[config.mk]
export PLATFORM = sky130hd
export DESIGN_NAME = comp_job_ctrl
export DESIGN_NICKNAME = d
export VERILOG_FILES = /design/src/rtl/comp_job_ctrl.sv
export SDC_FILE = /design/constraint.sdc
export NUM_CORES = 1
export LEC_CHECK = 0
export BUFFER_PORTS_ARGS = -buffer_cell sky130_fd_sc_hd__buf_4
export CAP_MARGIN = 5
export CORE_MARGIN = 3
export CORE_UTILIZATION = 49
export CTS_BUF_LIST = sky130_fd_sc_hd__clkbuf_4
export DETAILED_ROUTE_END_ITERATION = 10
export GPL_TIMING_DRIVEN = 1
export PLACE_DENSITY = 0.83
export SYNTH_ARGS = -nofsm -noshare
export SYNTH_HDL_FRONTEND = slang
export SYNTH_SLANG_ARGS = --single-unit
[constraint.sdc]
create_clock -name clock -period 2.3 [get_ports clock]
set_input_delay 0.345 -clock clock [delete_from_list [all_inputs] [get_ports clock]]
set_output_delay 0.345 -clock clock [all_outputs]
set_load 0.02 [all_outputs]
[src/rtl/comp_job_ctrl.sv]
// comp_job_ctrl: job sequencer in front of the LZRW1 compressor core.
// Accepts one job of STRINGSIZE bytes from the host as BEAT_BYTES-wide beats.
// Before each job it holds the core in reset. It then streams the beats into
// the core, waits for Done under a timeout and presents a result/status
// record to the host. This block is the only driver of the core's reset,
// valid and CurByte inputs.
module comp_job_ctrl #(
    parameter int STRINGSIZE   = 350,
    parameter int BEAT_BYTES   = 16,
    parameter int RESET_CYCLES = 2,
    parameter int DONE_TIMEOUT = 4096
) (
    input  logic                    clock,
    input  logic                    reset,
    input  logic                    job_start,
    output logic                    job_busy,
    input  logic                    in_valid,
    output logic                    in_ready,
    input  logic [8*BEAT_BYTES-1:0] in_data,
    output logic                    comp_reset,
    output logic                    comp_valid,
    output logic [8*BEAT_BYTES-1:0] comp_curbyte,
    input  logic                    comp_done,
    output logic                    res_valid,
    input  logic                    res_ready,
    output logic                    res_timeout,
    output logic [15:0]             res_cycles
);

    // Job geometry: the final beat only carries LAST_BYTES valid bytes.
    localparam int DATA_W     = 8 * BEAT_BYTES;
    localparam int BEATS      = (STRINGSIZE + BEAT_BYTES - 1) / BEAT_BYTES;
    localparam int LAST_BYTES = STRINGSIZE - BEAT_BYTES * (BEATS - 1);
    localparam int BEAT_W     = (BEATS > 1) ? $clog2(BEATS) : 1;
    localparam int RST_W      = (RESET_CYCLES > 1) ? $clog2(RESET_CYCLES) : 1;

    typedef enum logic [2:0] {
        ST_IDLE,
        ST_CLR,
        ST_FEED,
        ST_WAIT,
        ST_RESULT
    } state_t;

    state_t              state_reg,        state_next;
    logic [RST_W-1:0]    rst_cnt_reg,      rst_cnt_next;
    logic [BEAT_W-1:0]   beat_cnt_reg,     beat_cnt_next;
    logic [15:0]         timer_reg,        timer_next;
    logic                comp_valid_reg,   comp_valid_next;
    logic [DATA_W-1:0]   comp_curbyte_reg, comp_curbyte_next;
    logic                res_timeout_reg,  res_timeout_next;
    logic [15:0]         res_cycles_reg,   res_cycles_next;

    logic                beat_accept;
    logic                last_beat;
    logic                clr_last;
    logic                wait_expired;
    logic [DATA_W-1:0]   keep_mask;

    // Handshake and counter terminal conditions.
    assign beat_accept  = in_valid && (state_reg == ST_FEED);
    assign last_beat    = (beat_cnt_reg == BEAT_W'(BEATS - 1));
    assign clr_last     = (rst_cnt_reg == RST_W'(RESET_CYCLES - 1));
    assign wait_expired = (timer_reg == 16'(DONE_TIMEOUT - 1));

    // Byte lanes beyond the end of the job are zeroed on the final beat so the
    // core never sees stale host data past STRINGSIZE.
    genvar gi;
    generate
        for (gi = 0; gi < BEAT_BYTES; gi++) begin : g_lane
            localparam bit PAD_LANE = (gi >= LAST_BYTES);
            assign keep_mask[8*gi +: 8] = (PAD_LANE && last_beat) ? 8'h00 : 8'hFF;
        end
    endgenerate

    // Next-state, counter and output-register logic; every value holds by default.
    always_comb begin
        state_next        = state_reg;
        rst_cnt_next      = rst_cnt_reg;
        beat_cnt_next     = beat_cnt_reg;
        timer_next        = timer_reg;
        comp_valid_next   = 1'b0;
        comp_curbyte_next = comp_curbyte_reg;
        res_timeout_next  = res_timeout_reg;
        res_cycles_next   = res_cycles_reg;

        case (state_reg)
            ST_IDLE: begin
                if (job_start) begin
                    state_next   = ST_CLR;
                    rst_cnt_next = '0;
                end
            end

            ST_CLR: begin
                if (clr_last) begin
                    state_next    = ST_FEED;
                    beat_cnt_next = '0;
                end else begin
                    rst_cnt_next = rst_cnt_reg + RST_W'(1);
                end
            end

            ST_FEED: begin
                if (beat_accept) begin
                    comp_valid_next   = 1'b1;
                    comp_curbyte_next = in_data & keep_mask;
                    if (last_beat) begin
                        state_next = ST_WAIT;
                        timer_next = '0;
                    end else begin
                        beat_cnt_next = beat_cnt_reg + BEAT_W'(1);
                    end
                end
            end

            ST_WAIT: begin
                timer_next = timer_reg + 16'd1;
                // Done wins over the timeout when both land on the same cycle.
                if (comp_done) begin
                    state_next       = ST_RESULT;
                    res_timeout_next = 1'b0;
                    res_cycles_next  = timer_reg;
                end else if (wait_expired) begin
                    state_next       = ST_RESULT;
                    res_timeout_next = 1'b1;
                    res_cycles_next  = 16'(DONE_TIMEOUT);
                end
            end

            ST_RESULT: begin
                if (res_ready) begin
                    state_next = ST_IDLE;
                end
            end

            default: begin
                state_next = ST_IDLE;
            end
        endcase
    end

    // State and datapath registers; reset aborts any job and clears every output.
    always_ff @(posedge clock) begin
        if (reset) begin
            state_reg        <= ST_IDLE;
            rst_cnt_reg      <= '0;
            beat_cnt_reg     <= '0;
            timer_reg        <= '0;
            comp_valid_reg   <= 1'b0;
            comp_curbyte_reg <= '0;
            res_timeout_reg  <= 1'b0;
            res_cycles_reg   <= '0;
        end else begin
            state_reg        <= state_next;
            rst_cnt_reg      <= rst_cnt_next;
            beat_cnt_reg     <= beat_cnt_next;
            timer_reg        <= timer_next;
            comp_valid_reg   <= comp_valid_next;
            comp_curbyte_reg <= comp_curbyte_next;
            res_timeout_reg  <= res_timeout_next;
            res_cycles_reg   <= res_cycles_next;
        end
    end

    // Status outputs decode straight from the state register.
    assign job_busy     = (state_reg != ST_IDLE);
    assign in_ready     = (state_reg == ST_FEED);
    assign comp_reset   = (state_reg == ST_CLR);
    assign res_valid    = (state_reg == ST_RESULT);
    assign comp_valid   = comp_valid_reg;
    assign comp_curbyte = comp_curbyte_reg;
    assign res_timeout  = res_timeout_reg;
    assign res_cycles   = res_cycles_reg;

endmodule
## Yosys cells after proc, flatten, opt, wreduce, memory -nomap -nowiden

Index checks and enable logic that the tools add are counted.

- Register bits after elaboration: 171
- Output and inout port bits: 150
- Word-level logic and storage cells: 64

- Add/subtract/negate cells: 3
- Equality and inequality tests: 13
- Multiplexer cells: 24
- Bitwise logic cells: 2
- Reduce and logical (&&, ||, !) cells: 14

Operators by type and width:

| cell | count |
|---|---|
| 128-bit AND | 1 |
| 16-bit 2-to-1 mux | 4 |
| 16-bit case mux with 2 select lines | 1 |
| 3-bit 2-to-1 mux | 7 |
| 16-bit by 1-bit adder with 16-bit output, second input constant | 1 |
| 16-bit by 12-bit equality test with 1-bit output, second input constant | 1 |
| 5-bit 2-to-1 mux | 3 |
| 3-bit case mux with 5 select lines | 1 |
| 5-bit case mux with 2 select lines | 1 |
| 8-bit 2-to-1 mux | 1 |
| 2-bit by 1-bit inequality test with 1-bit output, second input constant | 4 |
| 2-bit nonzero test | 4 |
| 3-bit by 2-bit equality test with 1-bit output, second input constant | 2 |
| 2-bit AND reduction | 3 |
| 6-bit AND reduction | 1 |
| 5-bit by 1-bit adder with 5-bit output, second input constant | 1 |
| 5-bit equality test, second input constant | 1 |
| 1-bit 2-to-1 mux | 5 |
| 2-bit inequality test, second input constant | 2 |
| 4-bit AND reduction | 1 |
| 3-bit by 1-bit equality test with 1-bit output, second input constant | 1 |
| 3-bit equality test, second input constant | 1 |
| 3-bit logical NOT | 1 |
| 3-bit inequality test, second input constant | 1 |
| 7 further kinds | 7 |

## Logic depth before layout (Yosys ltp)

Gate-level depths: netlist of the first run.

- Depth after elaboration: 4
- Depth in mapped cells: 7
- Gate-level depth less buffers: 6

## Worst setup path before layout of the first run

Ideal clock, no wire load.

- Path type: reg2reg
- Start: register state_reg[0]
- End: register comp_curbyte_reg[118] (netlist: comp_curbyte[118])
- Arrival time: 1.734 ns
- Slack: 0.434 ns
- Cell stages (with the launch flop): 8
- Path buffers: 3
- Cells stage by stage: dfxtp_1 clkbuf_1 nor3b_1 nand2_1 buf_2 buf_2 nand2_1 a21oi_1

- Longest elaborated chain between the ends: 3

Ends and longest elaborated chain:

| element | line | RTL |
|---|---|---|
| start: declaration | 45 | `state_t state_reg, state_next;` |
| start signal: assignment | 155 | `state_reg <= state_next;` |
| 3-bit by 2-bit equality test with 1-bit output * | n/a |  |
| named net in_ready | 18 | `output logic in_ready,` |
| 1-bit logical AND | 61 | `assign beat_accept = in_valid && (state_reg == ST_FEED);` |
| 2-bit AND reduction (no line) * | n/a |  |
| end signal: assignment | 160 | `comp_curbyte_reg <= comp_curbyte_next;` |
| end: declaration | 50 | `logic [DATA_W-1:0] comp_curbyte_reg, comp_curbyte_next;` |

Mark *: on every way through the listed nets, which the timed path passes. The rest lies on a longest branch.
A chain may end at the register's enable or synchronous reset.

## Final worst setup path of the first run

- Start: register state_reg[0]
- End: output comp_reset

- Longest elaborated chain between the ends: 1

Ends and longest elaborated chain:

| element | line | RTL |
|---|---|---|
| 3-bit by 1-bit equality test with 1-bit output | 169 | `assign comp_reset = (state_reg == ST_CLR);` |
| end: declaration | 20 | `output logic comp_reset,` |

No other way between the ends.

==> impl_metrics.ini, run 1 <==
[outcome]
status = finished clean

[timing]
fin_ws_ns = 0.217
rsz0062_at_grt = false
period_share_pct = 90.6
finalHoldViolations = 0
skew_ns = 0.0209
fin_setup_tns_ns = 0
fmax_mhz = 480
post-route-min-period_ns = 2.08
final_max_slew_viol_count = 0
setup_viol = 0
slew_headroom_pct = 57.2
hold-worst-slack_ns = 0.0326
worstMarginPinSlew_ns = 0.642

[die]
die-area_um2 = 14300
die_h_um = 120
ioPinCount = 284
initial_core_util_pct = 51.4
die_x_um = 120
row_count = 40
core_area_um2 = 12300

[yosys]
syn_inst = 766
synth_nets = 903
synth_top_area_share_pct = 54.1
synth.most_common_cell = nand2_1
syn_area_um2 = 6330
yosysWarnings = 0
ys.flop_type = dfxtp_1
synth-seq-area-share_pct = 54.1
synth.avg_cell_area_um2 = 8.26
postSynth.asyncResetShare_pct = 0
synth_largest_area_cell = dfxtp_1
synth_top_cells_by_area = dfxtp_1 (54%), nand2_1 (15%), a21oi_1 (12%)
synth_seq_cells = 171
yosysUniqueCellTypes = 45
synth_edf_count = 0
synth_commonest_cells = nand2_1 (254), dfxtp_1 (171), a21oi_1 (147)

[route]
drt_first_pass_iters = 6
drt_iter0_drc = 563
via_per_inst = 5.39
wirelength_mm = 23.6
wire_per_inst_um = 18.0
drc = 0
ant_nets = 0
vias = 7054

[final_layout]
stdcell_count = 1309
seqCellArea_um2 = 3420
largest_reg_flops = 128
syn2layout_area_growth_pct = 56.1
fin_nets = 1263
fillers = 742
layout-drive-gt1-share_pct = 28.9
final_util_pct = 80.2
multi_input_area_um2 = 2660

[power]
power_leakage_nw = 4.01
powerDensity_nw_per_um2 = 548
ir_worst_vdd_uv = 423
p_int_w = 0.00408
seqPwrFrac_pct = 55.9
power.share.switching_pct = 24.5
switchingPower_w = 0.00133
pwr-share-clk_pct = 32.3
combPwrFrac_pct = 11.8

[placed_design]
portBuffers = 283
dp_hpwl_mm = 13.4
finalWeightedCongestion = 0.853
placed_cells_incl_taps = 1173
place_ws_ns = 0.400

[worst_hold_path]
hold_class = primary input to register

[clocking]
postCtsSetupRepairBufs = 0
clock_latency_ns = 0.56
clock_path_buffers = 2
h-tree-depth = 4
cts_inserted_buffers = 17
path_clk_slew_ns = 0.15
clock_sinks = 171
clock-root-buffer = clkbuf_4
cts_tree = built

[worst_setup_path]
cp_data_arrival_time_ns = 1.74
required_ns = 1.96
critPathMaxFanout = 13
startpoint_type = register
end_kind = primary output
crit_type = register to primary output

[run]
cap_violations = 0

[global_routing]
grt_max_degree = 98
antenna_found_initial = 2
grt_usage_pct = 31.0
grt_pass1_vias = 6992
grt_pass1_wl_mm = 35.4
grt_overflow = 0
[per-layer routing]
layer	up-vias	routed length (um)	track usage [%]
li1	3324	-	-
met1	3266	8680	33.5
met2	377	11800	54.1
met3	87	1920	9.38
met4	0	1220	17.4
met5	-	0	0
[logic make-up (layout without fill, tap and decap cells)]
| kind of cell | Yosys count | count (layout) | share of synthesized area, % |
|---|---|---|---|
| buf+inv | 60 | 433 | 4.13 |
| compound gates | 200 | 200 | 18.2 |
| simple gates | 329 | 329 | 22.5 |
| xor+xnor | 1 | 1 | 0.138 |
| flops | 171 | 171 | 54.1 |
| mux | 2 | 2 | 0.316 |
| fa+ha+maj | 3 | 3 | 0.593 |
| other cells | 0 | 2 | 0 |
[cell type report]
cell class,count,share of cell area [%]
clock inverter,15,1.56
antenna,2,0.0507
sequential,171,34.7
timing repair buffer,396,33.2
multi-input combinational,535,26.9
inverter,5,0.190
clock buffer,17,1.29
tap,168,2.13
[stage by stage]
stage          power, W  instance area [um^2]
6_report        0.00541                  9880
5_1_grt         0.00559                  9880
4_1_cts         0.00539                  9820
3_5_place_dp    0.00355                  8560
3_3_place_gp    0.00354                  8560
2_1_floorplan   0.00328                  6330
[power by group through the flow]
| stage | Sequential [W] | Combinational, W | Clock (W) |
|---|---|---|---|
| 2_1_floorplan | 0.00312 | 0.000162 | 0 |
| 3_3_place_gp | 0.00308 | 0.000461 | 0 |
| 3_5_place_dp | 0.00309 | 0.000466 | 0 |
| 4_1_cts | 0.00302 | 0.000604 | 0.00177 |
| 5_1_grt | 0.00303 | 0.000674 | 0.00189 |
| 6_report | 0.00302 | 0.000636 | 0.00175 |
[critical path, stage by stage, from the launching register on]
cell     delay (ns)
dfxtp_1        0.37
buf_4          0.20
nor3b_1        0.39
buf_4          0.22
[layout by cell type (no fill, tap or decap), types with 4 or more instances in the layout]
| master | synthesis | final |
|---|---|---|
| buf_12 | 0 | 4 |
| nand3_1 | 22 | 22 |
| o21ai_0 | 6 | 6 |
| nor2_1 | 9 | 9 |
| inv_1 | 5 | 5 |
| nand2_1 | 254 | 253 |
| a22o_1 | 16 | 16 |
| dfxtp_1 | 171 | 171 |
| a21oi_1 | 147 | 147 |
| or4_1 | 13 | 13 |
| clkbuf_4 | 0 | 17 |
| dlygate4sd3_1 | 0 | 102 |
| o31ai_1 | 13 | 13 |
| buf_4 | 0 | 290 |
| clkinv_1 | 0 | 6 |
| or3_1 | 4 | 4 |
[final timing paths]
kind	start	end	slack, ns	cells after the start
setup / recovery	state_reg[0]	comp_reset	0.22	3
hold / removal	in_data[77]	comp_curbyte[77]	0.03	3
setup reg to reg	state_reg[1]	timer_reg[12]	0.37	5
hold reg to reg	comp_curbyte[120]	comp_curbyte[120]	0.46	2
[repair_timing]
item                       CTS  global route
hold endpoints to repair    97             5
hold buffers                97             5
gates resized for setup      0             1
setup endpoints to repair    0             1
(Power assumes the default switching activity.)
==> run 2, diff against run 1 <==
- REMOVE_ABC_BUFFERS: default -> 1
==> impl_metrics.ini, run 2 (synthesis results as in run 1) <==
[global_routing]
grt_pass1_vias = 7343
grt_overflow = 0
grt_pass1_wl_mm = 37.9
grt_usage_pct = 33.2
antenna_found_initial = 3
grt_max_degree = 105

[route]
vias = 7321
drt_iter0_drc = 746
via_per_inst = 5.57
ant_nets = 0
wire_per_inst_um = 19.2
drt_first_pass_iters = 5
drc = 0
wirelength_mm = 25.2

[clocking]
h-tree-depth = 4
cts_tree = built
path_clk_slew_ns = 0.12
clock-root-buffer = clkbuf_4
cts_inserted_buffers = 17
clock_latency_ns = 0.57
clock_path_buffers = 2
clock_sinks = 171

[final_layout]
fin_nets = 1273
syn2layout_area_growth_pct = 57.9
final_common_cell = buf_4
final_area_um2 = 9990
largest_reg_flops = 128
layout-drive-gt1-share_pct = 28.8
stdcell_count = 1314
mostFrequentLayoutCells = buf_4 (291), nand2_1 (253), dfxtp_1 (171), a21oi_1 (147), dlygate4sd3_1 (112)

[die]
die_h_um = 120
die_x_um = 120
die-area_um2 = 14300
initial_core_util_pct = 51.4
row_count = 40
core_area_um2 = 12300
ioPinCount = 284

[timing]
post-route-min-period_ns = 2.03
period_share_pct = 88.3
setup_viol = 0
finalHoldViolations = 0
rsz0062_at_grt = false
slew_headroom_pct = 45.9
worstMarginPinSlew_ns = 0.812
fmax_mhz = 492
fin_ws_ns = 0.269
final_max_slew_viol_count = 0
hold-worst-slack_ns = 0.0331
skew_ns = 0.0253

[power]
powerDensity_nw_per_um2 = 561
combPwrFrac_pct = 11.6
pwr-share-clk_pct = 34.4
power.share.switching_pct = 23.5
p_int_w = 0.00429
ir_worst_vdd_uv = 397
power_leakage_nw = 4.06
total_power_w = 0.00561
seqPwrFrac_pct = 54.0
switchingPower_w = 0.00132

[placed_design]
placed_cells_incl_taps = 1173
place_ws_ns = 0.378
dp_hpwl_mm = 13.9
portBuffers = 283
finalWeightedCongestion = 0.895
placed_area_um2 = 8550

[worst_setup_path]
end_kind = primary output
cp_data_arrival_time_ns = 1.69
crit_type = register to primary output
r2r_end = comp_curbyte[49]
cp-startpoint = state_reg[0]
r2r_start = state_reg[1]
critPathMaxFanout = 9
crit_end = comp_reset
rrSetupSlack_ns = 0.29
startpoint_type = register
reg2regPathDepth = 5
required_ns = 1.96

[worst_hold_path]
hold_class = primary input to register

[outcome]
status = finished clean

[run]
cap_violations = 0
run 2: power by group through the flow:
stage               sequential, W  clock (W)  combinational, W
floorplan                 0.00312          0          0.000112
global placement          0.00309          0          0.000457
detailed placement        0.00309          0          0.000462
CTS                       0.00302    0.00193          0.000623
global route              0.00303    0.00205          0.000690
finish                    0.00303    0.00193          0.000653
run 2: area by class of cell:
type | instances | area (um^2)
Antenna cell | 2 | 5.00
Clock buffer | 17 | 128
Clock inverter | 10 | 178
Fill cell | 758 | 2320
Inverter | 5 | 18.8
Multi-Input combinational cell | 535 | 2660
Sequential cell | 171 | 3420
Tap cell | 168 | 210
Timing Repair Buffer | 406 | 3370
run 2: timing repair:
item | in CTS | in global routing
endpoints found under the setup margin | 0 | 2
gates resized for setup | 0 | 2
hold endpoints to repair | 111 | 1
hold buffers | 111 | 1
setup buffers | 0 | 0
run 2: worst max-delay path, stage by stage (launching register included):
cell and delay, ns:
dfxtp_1 0.49, buf_4 0.20, nor3b_2 0.25, buf_4 0.19
run 2: layer usage:
metal,vias up,wire length [um],track usage [%]
li1,3335,-,-
met1,3401,9140,35.9
met2,438,12000,56.5
met3,145,2200,9.90
met4,2,1810,21.5
met5,-,13,0
run 2: how the worst min path moves through the flow:
| stage | start | end | depth (start not counted) |
|---|---|---|---|
| global placement | comp_curbyte[116] | comp_curbyte[116] | 2 |
| detailed placement | comp_curbyte[112] | comp_curbyte[112] | 2 |
| finish | in_data[79] | comp_curbyte[79] | 3 |
| floorplan | reset | comp_curbyte[0] | 1 |
| CTS | in_data[42] | comp_curbyte[42] | 3 |
| global route | in_data[33] | comp_curbyte[33] | 3 |
run 2: through the flow:
step	TNS [ns]	utilization (%)
5_1_grt	0	81.2
4_1_cts	0	81.0
3_3_place_gp	0	69.5
6_report	0	81.2
2_1_floorplan	-148.11	-
3_5_place_dp	0	69.5
==> run 3, diff against run 2 <==
- CORE_UTILIZATION: 49 -> 35
- PLACE_DENSITY: 0.83 -> default
==> impl_metrics.ini, run 3 (synthesis results as in run 1) <==
[route]
wirelength_mm = 21.8
drt_first_pass_iters = 5
ant_nets = 0
drt_iter0_drc = 296
wire_per_inst_um = 15.6
vias = 6793
via_per_inst = 4.88
drc = 0

[timing]
setup_viol = 0
hold-worst-slack_ns = 0.0643
fin_setup_tns_ns = 0
post-route-min-period_ns = 2.01
fin_ws_ns = 0.287
slew_headroom_pct = 60.0
skew_ns = 0.0182
fmax_mhz = 497
finalHoldViolations = 0
period_share_pct = 87.5
worstMarginPinSlew_ns = 0.600
rsz0062_at_grt = false
final_max_slew_viol_count = 0

[global_routing]
grt_max_degree = 111
grt_pass1_vias = 6587
grt_pass1_wl_mm = 33.8
grt_overflow = 0
antenna_found_initial = 0
grt_usage_pct = 20.9

[die]
die_x_um = 140
row_count = 48
die-area_um2 = 19700
ioPinCount = 284
initial_core_util_pct = 36.2
core_area_um2 = 17500
die_h_um = 140

[placed_design]
dp_hpwl_mm = 14.4
portBuffers = 283
placed_area_um2 = 8700
finalWeightedCongestion = 0.783
place_ws_ns = 0.447

[worst_setup_path]
crit_type = register to primary output
critPathMaxFanout = 11
reg2regPathDepth = 6
required_ns = 1.96
end_kind = primary output
cp_data_arrival_time_ns = 1.67
startpoint_type = register

[clocking]
path_clk_slew_ns = 0.15
clock_sinks = 171
h-tree-depth = 4
cts_tree = built
clock_latency_ns = 0.55
clock-root-buffer = clkbuf_4
clock_path_buffers = 2
postCtsSetupRepairBufs = 0
cts_inserted_buffers = 17

[worst_hold_path]
hold_depth = 3
hold_class = primary input to register

[final_layout]
diodes = 0
fillers = 1588
mostFrequentLayoutCells = buf_4 (294), nand2_1 (253), dfxtp_1 (171), a21oi_1 (147), dlygate4sd3_1 (125)
final_common_cell = buf_4
largest_reg_flops = 128
layout-drive-gt1-share_pct = 29.1
fin_nets = 1292
syn2layout_area_growth_pct = 62.2
final_area_um2 = 10300

[run]
cap_violations = 0

[power]
ir_worst_vdd_uv = 271
power_leakage_nw = 4.17
powerDensity_nw_per_um2 = 539

[outcome]
status = finished clean
[run 3: cell count changes in the layout (fill, tap and decap cells not counted), sizes merged]
cell,delta
diode,-2
clkinvlp,-1
buf,+6
bufinv,-3
inv,+9
dlygate4sd3,+13
[run 3: cell type report]
class / count / area [um^2] / share of cell area, %
Multi-Input combinational cell: 535 / 2660 / 25.9
Clock buffer: 17 / 128 / 1.24
Tap cell: 225 / 282 / 2.74
Inverter: 5 / 18.8 / 0.183
Timing Repair Buffer: 425 / 3580 / 34.9
Sequential cell: 171 / 3420 / 33.4
Clock inverter: 15 / 174 / 1.69
[run 3: final timing paths]
kind	startpoint	to	slack (ns)
max reg2reg	timer_reg[0]	res_cycles[14]	0.40
min reg2reg	comp_curbyte[118]	comp_curbyte[118]	0.46
min	in_data[91]	comp_curbyte[91]	0.06
max	state_reg[2]	in_ready	0.29
[run 3: repair_timing]
item | 4_1_cts | 5_1_grt
hold endpoints to repair | 125 | 0
setup endpoints to repair | 0 | 1
hold buffers | 125 | 0
gates resized for setup | 0 | 1
[run 3: worst max-delay path: stages, from the launching register on]
cell     delay, ns
dfxtp_1       0.43
nor3b_1       0.46
buf_4         0.23
[run 3: per-stage QoR]
stage / util [%] / total power (W) / instances
2_1_floorplan: - / 0.00324 / 711
3_3_place_gp: 49.8 / 0.00357 / 1236
4_1_cts: 58.7 / 0.00561 / 1393
3_5_place_dp: 49.8 / 0.00357 / 1236
6_report: 58.7 / 0.00554 / 1393
5_1_grt: 58.7 / 0.00579 / 1393
[run 3: where the power goes]
group	total, W	internal [W]	leakage (nW)	switching, W
sequential	0.00302	0.00300	1.38	0.0000232
combinational	0.000670	0.000384	2.63	0.000286
clock	0.00184	0.000689	0.163	0.00115
total	0.00554	0.00407	4.17	0.00146
[run 3: routing by layer]
layer	track usage [%]	part of all wire [%]	up-vias
li1	-	-	3375
met1	26.2	43	3117
met2	33.6	46	258
met3	6.18	7.5	43
met4	8.92	3.5	0
met5	0	0	-
